==> src/rtl/pass_rule_sequencer.sv <==
// pass_rule_sequencer: sequences one password-check transaction and reports a registered verdict
// Ports: clock/reset (async, active low); start, abort, en, last, data_in[7:0] in;
//        busy, done, check, err, length, vowel_cnt, cons_cnt, digit_cnt, sym_cnt out (all registered).
// Optional symbol rule: define PASS_SYMBOL_RULE_EN to count symbols and require sym_cnt >= MIN_SYMS.
module pass_rule_sequencer #(
  parameter int MIN_LEN = 8,
  parameter int MAX_LEN = 32,
  parameter int MIN_VOWELS = 1,
  parameter int MIN_CONS = 1,
  parameter int MIN_DIGITS = 1
`ifdef PASS_SYMBOL_RULE_EN
  , parameter int MIN_SYMS = 1
`endif
) (
  input  logic       clock,
  input  logic       reset,
  input  logic       start,
  input  logic       abort,
  input  logic       en,
  input  logic       last,
  input  logic [7:0] data_in,
  output logic       busy,
  output logic       done,
  output logic       check,
  output logic       err,
  output logic [5:0] length,
  output logic [5:0] vowel_cnt,
  output logic [5:0] cons_cnt,
  output logic [5:0] digit_cnt,
  output logic [5:0] sym_cnt
);
  typedef enum logic [1:0] {IDLE, COLLECT, EVAL, REPORT} state_t;
  state_t state;
  logic [7:0] low;
  logic legal, is_alpha, is_vowel, is_cons, is_digit, accept, pass_ok;
  // Folding bit 5 maps upper-case letters onto lower-case for a single range test.
  assign low = data_in | 8'h20;
  assign legal = data_in >= 8'h20 && data_in <= 8'h7e;
  assign is_alpha = legal && low >= 8'h61 && low <= 8'h7a;
  assign is_vowel = is_alpha && (low == 8'h61 || low == 8'h65 || low == 8'h69 || low == 8'h6f || low == 8'h75);
  assign is_cons = is_alpha && !is_vowel;
  assign is_digit = data_in >= 8'h30 && data_in <= 8'h39;
  assign accept = legal && length < 6'(MAX_LEN);
`ifdef PASS_SYMBOL_RULE_EN
  logic is_sym;
  assign is_sym = legal && data_in != 8'h20 && !is_alpha && !is_digit;
  assign pass_ok = length >= 6'(MIN_LEN) && vowel_cnt >= 6'(MIN_VOWELS) && cons_cnt >= 6'(MIN_CONS) &&
                   digit_cnt >= 6'(MIN_DIGITS) && sym_cnt >= 6'(MIN_SYMS) && !err;
`else
  assign sym_cnt = '0;
  assign pass_ok = length >= 6'(MIN_LEN) && vowel_cnt >= 6'(MIN_VOWELS) && cons_cnt >= 6'(MIN_CONS) &&
                   digit_cnt >= 6'(MIN_DIGITS) && !err;
`endif
  // done and check are captured on the edge leaving REPORT, so done appears two edges after the last byte.
  always_ff @(posedge clock or negedge reset)
    if (!reset) begin
      state <= IDLE;
      busy <= 1'b0;
      done <= 1'b0;
      check <= 1'b0;
      err <= 1'b0;
      length <= '0;
      vowel_cnt <= '0;
      cons_cnt <= '0;
      digit_cnt <= '0;
`ifdef PASS_SYMBOL_RULE_EN
      sym_cnt <= '0;
`endif
    end else begin
      done <= 1'b0;
      case (state)
        IDLE: if (start) begin
          state <= COLLECT;
          busy <= 1'b1;
          check <= 1'b0;
          err <= 1'b0;
          length <= '0;
          vowel_cnt <= '0;
          cons_cnt <= '0;
          digit_cnt <= '0;
`ifdef PASS_SYMBOL_RULE_EN
          sym_cnt <= '0;
`endif
        end
        COLLECT: if (abort) begin
          state <= IDLE;
          busy <= 1'b0;
          check <= 1'b0;
        end else if (en) begin
          if (accept) begin
            length <= length + 6'd1;
            vowel_cnt <= vowel_cnt + 6'(is_vowel);
            cons_cnt <= cons_cnt + 6'(is_cons);
            digit_cnt <= digit_cnt + 6'(is_digit);
`ifdef PASS_SYMBOL_RULE_EN
            sym_cnt <= sym_cnt + 6'(is_sym);
`endif
          end else err <= 1'b1;
          if (last) state <= EVAL;
        end
        EVAL: if (abort) begin
          state <= IDLE;
          busy <= 1'b0;
          check <= 1'b0;
        end else state <= REPORT;
        REPORT: begin
          state <= IDLE;
          busy <= 1'b0;
          done <= 1'b1;
          check <= pass_ok;
        end
        default: state <= IDLE;
      endcase
    end
endmodule

==> config.mk <==
export PLATFORM = sky130hd
export DESIGN_NAME = pass_rule_sequencer
export DESIGN_NICKNAME = d
export VERILOG_FILES = /design/src/rtl/pass_rule_sequencer.sv
export SDC_FILE = /design/constraint.sdc
export NUM_CORES = 1
export LEC_CHECK = 0
export CORE_AREA = 10 10 64 105
export CTS_CLUSTER_DIAMETER = 40
export CTS_CLUSTER_SIZE = 10
export DETAILED_ROUTE_END_ITERATION = 7
export DIE_AREA = 0 0 74 115
export MAX_ROUTING_LAYER = met4
export PLACE_DENSITY = 0.83
export RECOVER_POWER = 100
export REMOVE_ABC_BUFFERS = 1
export SETUP_SLACK_MARGIN = 0.2
export SYNTH_ARGS = -nofsm -noshare
export SYNTH_HDL_FRONTEND = slang
export SYNTH_SLANG_ARGS = --single-unit
==> constraint.sdc <==
create_clock -name clock -period 1.8 [get_ports clock]
set_input_delay 0.18 -clock clock [delete_from_list [all_inputs] [get_ports clock]]
set_output_delay 0.18 -clock clock [all_outputs]
set_load 0.03 [all_outputs]
==> results of run 1 <==
## stage by stage
step / hold slack [ns] / worst slack, ns / instances
global route: 0.542 / -0.267 / 408
global placement: 0.493 / -0.922 / 378
finish: 0.520 / -0.218 / 408
CTS: 0.294 / -0.175 / 401
floorplan: -0.116 / -0.938 / 233
detailed placement: 0.497 / -0.963 / 378
## layer usage
metal	global-route usage [%]	wire [µm]	vias up
met4	11.4	669	0
met2	37.1	5040	209
met3	3.11	740	77
met1	20.7	3280	1352
li1	-	-	1150
met5	-	0	-
## worst max path at each step
stage                     depth (start not counted)       start           to  slack (ns)
after CTS                                        10  data_in[1]  cons_cnt[4]       -0.17
after detailed placement                         10  data_in[0]  cons_cnt[4]       -0.96
final                                             7    state[0]  cons_cnt[4]       -0.22
after global routing                             11  data_in[0]  cons_cnt[4]       -0.27
after floorplan                                   6    state[1]  cons_cnt[2]       -0.94
after global placement                           10  data_in[0]  cons_cnt[4]       -0.92
## worst max-delay path, cell delays in order, from the launching register on
cell	delay, ns
dfrtp_1	0.38
clkbuf_1	0.23
ha_4	0.23
buf_6	0.13
inv_2	0.04
or3_4	0.36
or4_4	0.50
nand3_2	0.09
## state kept, by name, summed over array words and instances, names as in the netlist
register / cells
busy: 1
digit_cnt: 6
err: 1
state: 2
done: 1
cons_cnt: 6
vowel_cnt: 6
length: 6
check: 1
## repair_timing
action | 4_1_cts | 5_1_grt
resized for setup | 124 | 57
endpoints found under the setup margin | 46 | 33
setup buffers | 14 | 7
pin swaps | 40 | 35
cloned | 1 | 0
## where the power goes
part | total [mW] | leakage, nW | internal, mW | switching (mW)
clock | 0.583 | 0.0482 | 0.308 | 0.275
sequential | 1.23 | 0.396 | 0.894 | 0.335
combinational | 4.17 | 1.18 | 1.91 | 2.26
total | 5.98 | 1.63 | 3.11 | 2.87
## cells by family after synthesis
family	share of synthesized area [%]
compound gates	18.8
simple gates	30.1
fa+ha+maj	7.37
other cells	0.173
flops	34.5
mux	1.04
buf+inv	8.00
## layout by cell type (no fill, tap or decap), types with 5 or more instances in the layout
| master | n |
|---|---|
| buf_4 | 38 |
| buf_6 | 28 |
| clkbuf_1 | 8 |
| clkbuf_8 | 6 |
| conb_1 | 6 |
| dfrtp_1 | 30 |
| dlygate4sd2_1 | 22 |
| dlygate4sd3_1 | 5 |
| nand2_1 | 30 |
| nand2_2 | 9 |
| nand3_1 | 9 |
| nand3_2 | 6 |
| nand4_1 | 11 |
| nor2_1 | 7 |
| o211ai_1 | 6 |
| o221ai_2 | 5 |
## cell type report
cell class | count | area, µm² | share of cell area (%)
flip-flops and latches | 30 | 751 | 20.4
multi-input cells | 196 | 1720 | 46.9
well taps | 54 | 67.6 | 1.84
inverters | 7 | 26.3 | 0.715
repair buffers | 113 | 1020 | 27.7
clock buffers | 7 | 86.3 | 2.35
clock inverters | 1 | 5.00 | 0.136
==> metrics.md, run 1 <==
| Metric | Value |
|---|---|
| FMAX | `approximately 0.50 GHz` |
| Final Cycle Share | `112%` |
| WHS Path Cells | `1` |
| Clock Tree Root | `clkbuf_8` |
| Reg clk slew, reported paths | `0.07 ns` |
| Max Cap Violations | `0` |
| Highest fanout seen on the critical path | `5` |
| Slew Limit Fails | `0` |
| RR Endpoint | `cons_cnt[4]` |
| Critical path arrival | `2.25 ns` |
| Commonest cells post-synth | `nand2_1, dfrtp_1, nand3_1, ha_1` |
| Reg2Reg Setup Slack | `-0.22 ns` |
| Port Buffer Count | `41` |
| Min Tclk post-route | `2.02 ns` |
| Mapped Area | `0.00217 mm²` |
| First-pass GRT wire length | `around 14000 µm` |
| Critical path startpoint category | `flip-flop` |
| Core ar. | `between 0.004 and 0.005 mm²` |
| Grt ovf | `0` |
| Worst Hold End | `check` |
| Share of cells above drive strength 1 | `between 40% and 50%` |
| Remaining antenna violation count | `0` |
| Final #Nets | `between 300 and 400` |
| VDD IR-drop max | `approximately 0.0012 V` |
| Avg Inst Size Synth | `8.62 µm²` |
| Area after DPL | `slightly below 0.003 mm²` |
| Drt pass-1 iters | `5` |
| RSZ-0062 raised after global routing | `yes` |
| Fillers | `316` |
| Setup Skew | `0.00998 ns` |
| Worst reg-to-reg path cell count | `7` |
| Sequential element share of the synthesized area | `34.5%` |
| Setup TNS | `-2.29 ns` |
| Die X-Extent | `74 µm` |
| Largest net degree at the start of global routing | `31` |
| DRT Wirelength | `9730 µm` |
| Post-Syn Instances | `252` |
| P_leak | `1.63 nW` |
| Via/cell ratio | `6.83` |
| # diodes | `0` |
| Post-Route Utilization | `73.8%` |
| Setup ws final | `-0.218 ns` |
| Starting Density | `43.7%` |
| Initial DRC count | `307` |
| Via count | `2788` |
| Synth Flop Type | `dfrtp_1` |
| I/O pins | `between 40 and 50` |
| Worst flop-to-flop path startpoint | `state[0]` |
| Cell variety after synth | `50` |
| Full die area | `0.00851 mm²` |
| Synth top area cells | `dfrtp_1, ha_1, nand2_1` |
| Synth async-reset ratio | `100%` |
| Violated checks | `setup timing` |
| Required time of the critical path | `2.03 ns` |
| CTS buffer count | `5` |
| Initial antenna violation count | `0` |
| Die Y | `115 µm` |
| Clk sinks | `30` |
| Clock H-tree levels | `2` |
| Design Power | `~6 mW` |
| TritonCTS clock tree | `done` |
| Run status | `finished, violations left` |
| Final instance area | `0.00367 mm²` |
| Detail Placement HPWL | `5060 µm` |
| Worst-Margin Slew | `between 0.8 and 0.9 ns` |
| Crit Path Class | `flip-flop to flip-flop` |
| Number of global-route vias before repair | `2702` |
| Gp weighted congestion | `approximately 0.89` |
| Area fraction of the dominant cell type after synthesis | `34.5%` |
| Post-CTS Hold Buffers | `0` |
| Crit end category | `flip-flop` |
| Row cnt | `34` |
| Slew headroom | `45.6%` |
| Yosys top cell by area | `dfrtp_1` |
| Yosys Warn Count | `0` |
| Detailed-route DRC error count | `0` |
| Post-synth EDFFs | `0` |
| Pwr/cell area | `~1600 mW/mm²` |
| Hold Fails Final Rpt | `0` |
| Hold Startpoint | `check` |
| Top-count cell post-synth | `nand2_1` |
| #FFs+latches synth | `30` |
| Setup violators final | `25` |
| Syn-to-layout area delta | `69.0%` |
| Max clock buf depth | `2` |
| Class of the worst hold path | `flip-flop to flip-flop` |
| All-Layer GR Usage | `20.8%` |
| Post-DR wirelength/cell | `23.9 µm` |
| Worst-Skew Late Latency | `0.29 ns` |
(Power assumes the default switching activity.)
==> run 2, diff against run 1 <==
Settings changed: PLACE_DENSITY 0.83 to 0.81.
Clock period 1.8 ns to 2.07 ns, I/O delays scaled along.
==> run 2 against run 1 <==
Compared with the run above: the run now ends clean; highest routed layer unchanged; non-clock buffer count decreased by 22; routed wire length down 16%; sequential power is 16% lower; final area is 10% lower; setup slack improved by 0.22 ns; utilization down 7.6 points; count of clock-buffer cells in the layout fell by 1; sequential cell count stayed put; cell count down 5.1%; via count shrank 5.5%; total power shrank 28%.
==> metrics.md, run 2 (same netlist as run 1, synthesis figures left out) <==
| Metric | Value |
|---|---|
| I/O pins | `48 (unchanged)` |
| Critical path startpoint category | `primary input` |
| Final Cycle Share | `99.7%` |
| Met1 Track Usage GR | `18.4% (-2.2 points)` |
| Initial DRC count | `311 (+1.3%)` |
| Hold Fails Final Rpt | `0 (unchanged)` |
| Post-Route Utilization | `66.2% (-7.6 points)` |
| DRT Wirelength | `8200 µm (-16%)` |
| Clock H-tree levels | `2 (unchanged)` |
| Final #Nets | `358 (-5.5%)` |
| Via/cell ratio | `6.81 (-0.40%)` |
| Clk sinks | `30 (unchanged)` |
| Pwr/cell area | `1310 mW/mm² (-20%)` |
| Die Y | `115 µm (unchanged)` |
| CP dominant cell by count | `buf_6` |
| Via count | `2634 (-5.5%)` |
| Number of global-route vias before repair | `2497 (-7.6%)` |
| Max Cap Violations | `0 (unchanged)` |
| Initial antenna violation count | `0 (unchanged)` |
| Largest net degree at the start of global routing | `31 (unchanged)` |
| Detail Placement HPWL | `4820 µm (-4.7%)` |
| Crit end category | `flip-flop` |
| Reg clk slew, reported paths | `0.08 ns (about the same)` |
| Most frequent cells in the layout | `nand2_1, buf_4, dfrtp_1, dlygate4sd3_1, nand3_1` |
| Remaining antenna violation count | `0 (unchanged)` |
| Worst-Skew Late Latency | `0.30 ns (about the same)` |
| TritonCTS clock tree | `done` |
| Grt ovf | `0 (unchanged)` |
| Share of cells above drive strength 1 | `32.7% (-13 points)` |
| Required time of the critical path | `2.23 ns (+0.20 ns)` |
| Design Power | `4.31 mW (-28%)` |
| P_leak | `1.45 nW (-11%)` |
| Drt pass-1 iters | `5 (unchanged)` |
| CTS buffer count | `5 (unchanged)` |
| Row cnt | `34 (unchanged)` |
| # diodes | `0 (unchanged)` |
| FMAX | `between 0.4 and 0.5 GHz` |
| Run status | `completed` |
| Die X-Extent | `74 µm (unchanged)` |
| Syn-to-layout area delta | `51.7%` |
| GRT Max-Usage Layer | `met2` |
| Worst-Margin Slew | `0.778 ns (-0.0374 ns)` |
| Slew headroom | `48.1% (+2.5 points)` |
| CP Cell Sequence | `buf_6, and2_4, maj3_2, a2111oi_4, ha_2, ha_4, and3_4, nand3_4, buf_6, o211ai_1, nand3_2` |
| Class of the worst hold path | `primary input to asynchronous set/reset pin` |
| VDD IR-drop max | `0.00137 V (+16%)` |
| Grt met2 use | `29.7% (-7.4 points)` |
| Full die area | `0.00851 mm² (unchanged)` |
| Setup Skew | `0.0131 ns (+0.00307 ns)` |
| Detailed-route DRC error count | `0 (unchanged)` |
| Clock Tree Root | `clkbuf_8` |
| Starting Density | `43.7% (unchanged)` |
| Crit Path Class | `primary input to flip-flop` |
| First-pass GRT wire length | `11900 µm (-13%)` |
| All-Layer GR Usage | `17.8% (-3.1 points)` |
| Post-DR wirelength/cell | `21.2 µm (-11%)` |
| Max clock buf depth | `2 (unchanged)` |
| Slowest CP cell | `maj3_2` |
| Slowest Stage Delay on Critical Path | `0.32 ns (-0.18 ns)` |
| Port Buffer Count | `41 (unchanged)` |
| Critical path arrival | `2.23 ns (-0.02 ns)` |
| Min Tclk post-route | `2.06 ns` |
| Core ar. | `0.00498 mm² (unchanged)` |
| Highest fanout seen on the critical path | `2 (-3)` |
| RSZ-0062 raised after global routing | `yes` |
| Gp weighted congestion | `0.842 (-5.5%)` |
| Most common cell after layout, fill and taps aside | `nand2_1` |
| Slew Limit Fails | `0 (unchanged)` |
| Setup violators final | `0 (-100%)` |
| Met3 Use GR | `2.93% (-0.17 points)` |
[run 2: cell types whose count changed in the layout (fill, tap and decap cells not counted), moves of 7 or more]
| cell | before | now |
|---|---|---|
| dlygate4sd2_1 | 22 | 3 |
| nand2_1 | 30 | 38 |
| buf_6 | 28 | 7 |
| nand2_2 | 9 | 1 |
| dlygate4sd3_1 | 5 | 29 |
| clkbuf_1 | 8 | 1 |
[run 2: layout make-up]
type / instances / area (µm²)
Sequential cell: 30 / 751
Timing Repair Buffer: 91 / 818
Multi-Input combinational cell: 197 / 1540
Fill cell: 347 / 1680
Clock buffer: 6 / 82.6
Clock inverter: 2 / 12.5
Tap cell: 54 / 67.6
Inverter: 7 / 28.8
[run 2: routing by layer]
| layer | up-vias | wire length, µm |
|---|---|---|
| li1 | 1111 | - |
| met1 | 1274 | 2780 |
| met2 | 200 | 4270 |
| met3 | 49 | 769 |
| met4 | 0 | 380 |
| met5 | - | 0 |
[run 2: per-stage QoR]
| step | hold WS (ns) | TNS (ns) | setup slack (ns) | instance area, µm² | std cells |
|---|---|---|---|---|---|
| after floorplan | -0.0886 | -9.83 | -0.668 | 2040 | 233 |
| after global placement | 0.499 | -4.65 | -0.790 | 2830 | 366 |
| after detailed placement | 0.505 | -4.83 | -0.789 | 2830 | 366 |
| after CTS | 0.321 | 0 | 0.0262 | 3120 | 381 |
| after global routing | 0.531 | -0.0590 | -0.0385 | 3300 | 387 |
| final | 0.508 | 0 | 0.00570 | 3300 | 387 |
[run 2: repair_timing]
| item | 4_1_cts | 5_1_grt |
|---|---|---|
| hold buffers | 0 | 0 |
| endpoints found under the setup margin | 15 | 21 |
| gates cloned | 1 | 1 |
| pin swaps | 14 | 16 |
| endpoints found under the hold margin | 0 | 0 |
| resized for setup | 56 | 41 |
| buffers inserted | 6 | 5 |
[run 2: path summary, 6_finish.rpt]
path	start	to	slack, ns	cells after the start
max in group asynchronous	reset	cons_cnt[0]	1.05	2
setup / recovery	data_in[1]	cons_cnt[4]	0.006	11
setup reg to reg	state[0]	err	0.06	9
hold / removal	reset	digit_cnt[3]	0.51	2
min in group clock	busy	busy	0.51	1
hold reg to reg	busy	busy	0.51	1
[run 2: worst max-delay path: cells and delay by family]
| family | cells | cell delay [ns] |
|---|---|---|
| compound gates | 2 | 0.52 |
| buf+inv | 2 | 0.23 |
| fa+ha+maj | 3 | 0.73 |
| simple gates | 4 | 0.54 |
[run 2: power by group]
group | switching [mW] | internal [mW]
Clock | 0.262 | 0.268
Combinational | 1.63 | 1.12
Sequential | 0.255 | 0.778
==> run 3, diff against run 2 <==
Settings changed: CAP_MARGIN from default to 20, CORE_AREA 10 10 64 105 to 5 5 59 100, DIE_AREA 0 0 74 115 to 0 0 64 105.
==> run 3 against run 2 <==
Compared with the run above: via count shrank 4.5%; clock skew shrank 0.0053 ns; cell count is 0.78% higher; clock power decreased by 12%; non-clock buffer count up 5; sequential cell count stayed put; critical endpoint unchanged; setup slack improved by 0.0042 ns; final area grew 1.3%; register-to-register slack about the same; highest routed layer unchanged; combinational power is 8.4% higher; total power is 3.9% higher; critical path depth is the same; largest cell class unchanged.
==> metrics.md, run 3 (same netlist as run 1, synthesis figures left out) <==
| Metric | Value |
|---|---|
| Highest fanout seen on the critical path | `2 (unchanged)` |
| Final hold slack | `0.500 ns (-0.00803 ns)` |
| Crit Path Class | `primary input to flip-flop` |
| Initial antenna violation count | `0 (unchanged)` |
| Slew Limit Fails | `0 (unchanged)` |
| Gp weighted congestion | `0.905 (+7.5%)` |
| Die Y | `105 µm (-8.7%)` |
| Hold Fails Final Rpt | `0 (unchanged)` |
| Share of cells above drive strength 1 | `33.9% (+1.2 points)` |
| Most frequent cells in the layout | `buf_4, nand2_1, dfrtp_1, clkdlybuf4s50_1, dlygate4sd3_1` |
| Required time of the critical path | `2.29 ns (+0.06 ns)` |
| Via count | `2516 (-4.5%)` |
| Die X-Extent | `64 µm (-14%)` |
| Worst-Margin Slew | `0.826 ns (+0.0473 ns)` |
| Fillers | `380 (+9.5%)` |
| Slew headroom | `44.9% (-3.2 points)` |
| Grt ovf | `0 (unchanged)` |
| Class of the worst hold path | `flip-flop to flip-flop` |
| Final instance count without filler cells | `390 (+0.78%)` |
| P_leak | `1.43 nW (-1.3%)` |
| Clock Tree Root | `clkbuf_8` |
| CTS buffer count | `5 (unchanged)` |
| Placed cell count | `367 (+0.27%)` |
| Area occupied by multi-input gates | `0.00155 mm² (+0.65%)` |
| Post-DR wirelength/cell | `20.1 µm (-5.0%)` |
| Clock H-tree levels | `2 (unchanged)` |
| Final Cycle Share | `99.5% (-0.20 points)` |
| DRT Wirelength | `7860 µm (-4.2%)` |
| RSZ-0062 raised after global routing | `yes` |
| Detailed-route DRC error count | `0 (unchanged)` |
| Final #Nets | `362 (+1.1%)` |
| Worst-Skew Late Latency | `0.29 ns (about the same)` |
| Setup violators final | `0 (unchanged)` |
| Drt pass-1 iters | `4 (-1)` |
| Largest net degree at the start of global routing | `31 (unchanged)` |
| Core ar. | `0.00498 mm² (unchanged)` |
| Max Cap Violations | `0 (unchanged)` |
| Critical path arrival | `2.28 ns (+0.05 ns)` |
| WHS Path Cells | `1` |
| I/O pins | `48 (unchanged)` |
| Via/cell ratio | `6.45 (-5.2%)` |
| Area after DPL | `0.00283 mm² (-0.18%)` |
| Final instance area | `0.00334 mm² (+1.3%)` |
| Syn-to-layout area delta | `53.6%` |
| Critical path startpoint category | `primary input` |
| # diodes | `0 (unchanged)` |
| VDD IR-drop max | `0.00136 V (-0.33%)` |
| Detail Placement HPWL | `4650 µm (-3.5%)` |
| Clk sinks | `30 (unchanged)` |
| Most common cell after layout, fill and taps aside | `buf_4` |
| Row cnt | `34 (unchanged)` |
| FMAX | `0.485 GHz (+0.20%)` |
| Starting Density | `43.7% (unchanged)` |
| Remaining antenna violation count | `0 (unchanged)` |
| Worst reg-to-reg path cell count | `7 (-2)` |
| Min Tclk post-route | `2.06 ns (-0.00417 ns)` |
| All-Layer GR Usage | `21.2% (+3.4 points)` |
| Sequential cell area | `752 µm² (+0.17%)` |
| Crit end category | `flip-flop` |
| Number of global-route vias before repair | `2313 (-7.4%)` |
| Full die area | `0.00672 mm² (-21%)` |
| Pwr/cell area | `1340 mW/mm² (+2.6%)` |
| Setup Skew | `0.00775 ns (-0.00531 ns)` |
| Run status | `completed` |
| TritonCTS clock tree | `done` |
| Max clock buf depth | `2 (unchanged)` |
| Initial DRC count | `146 (-53%)` |
| Reg clk slew, reported paths | `0.06 ns (-0.02 ns)` |
| First-pass GRT wire length | `11300 µm (-5.2%)` |
| Port Buffer Count | `41 (unchanged)` |
## run 3: cell count changes in the layout (fill, tap and decap cells not counted), moves of 2 or more
| cell | before | now |
|---|---|---|
| o311ai_0 | 5 | 1 |
| clkdlybuf4s50_1 | 4 | 18 |
| clkbuf_4 | 2 | 0 |
| o311ai_1 | 1 | 5 |
| dlygate4sd3_1 | 29 | 15 |
| buf_6 | 7 | 11 |
| buf_4 | 37 | 40 |
| clkbuf_1 | 1 | 3 |
## run 3: where the power goes
| part | internal [mW] | total, mW | switching, mW |
|---|---|---|---|
| clock | 0.232 | 0.467 | 0.235 |
| sequential | 0.780 | 1.03 | 0.253 |
| combinational | 1.33 | 2.98 | 1.65 |
## run 3: final cells by class
class / instances / area share [%]
Clock buffer: 7 / 2.29
Inverter: 7 / 0.787
Multi-Input combinational cell: 196 / 46.3
Sequential cell: 30 / 22.5
Tap cell: 54 / 2.02
Timing Repair Buffer: 96 / 26.0
## run 3: worst paths after layout
check / from / end / slack (ns)
min in group asynchronous: reset / digit_cnt[3] / 0.54
max in group asynchronous: reset / state[0] / 0.95
setup reg to reg: state[1] / cons_cnt[4] / 0.05
hold / removal: busy / busy / 0.50
hold reg to reg: busy / busy / 0.50
setup / recovery: data_in[1] / cons_cnt[4] / 0.01
## run 3: stage by stage
stage / utilization (%) / worst slack [ns] / total power, mW / TNS, ns
CTS: 61.1 / 0.0569 / 3.85 / 0
global route: 67.1 / -0.0601 / 4.69 / -0.0601
floorplan: - / -0.668 / 2.31 / -9.83
detailed placement: 56.8 / -0.775 / 3.25 / -4.62
finish: 67.1 / 0.00987 / 4.48 / 0
global placement: 56.8 / -0.747 / 3.21 / -4.77
## run 3: worst max-delay path, cell delays in order
cell and delay [ns]:
buf_6 0.09, and2_4 0.14, maj3_2 0.32, a2111oi_4 0.30, buf_4 0.18, ha_4 0.14, ha_4 0.13, and3_4 0.19
nand3_4 0.07, or4_4 0.43, nand3_2 0.08
## run 3: per-layer routing
| layer | global-route usage, % | wire [µm] | up-vias |
|---|---|---|---|
| met2 | 36.6 | 4210 | 136 |
| li1 | - | - | 1113 |
| met1 | 23.4 | 2780 | 1233 |
| met5 | - | 0 | - |
| met3 | 3.22 | 532 | 34 |
| met4 | 9.36 | 342 | 0 |
## run 3: repair_timing
item / 4_1_cts / 5_1_grt
gates cloned: 0 / 1
buffers inserted: 4 / 11
gates resized for setup: 44 / 52
endpoints found under the setup margin: 19 / 21
hold buffers: 0 / 0
pin swaps: 11 / 17
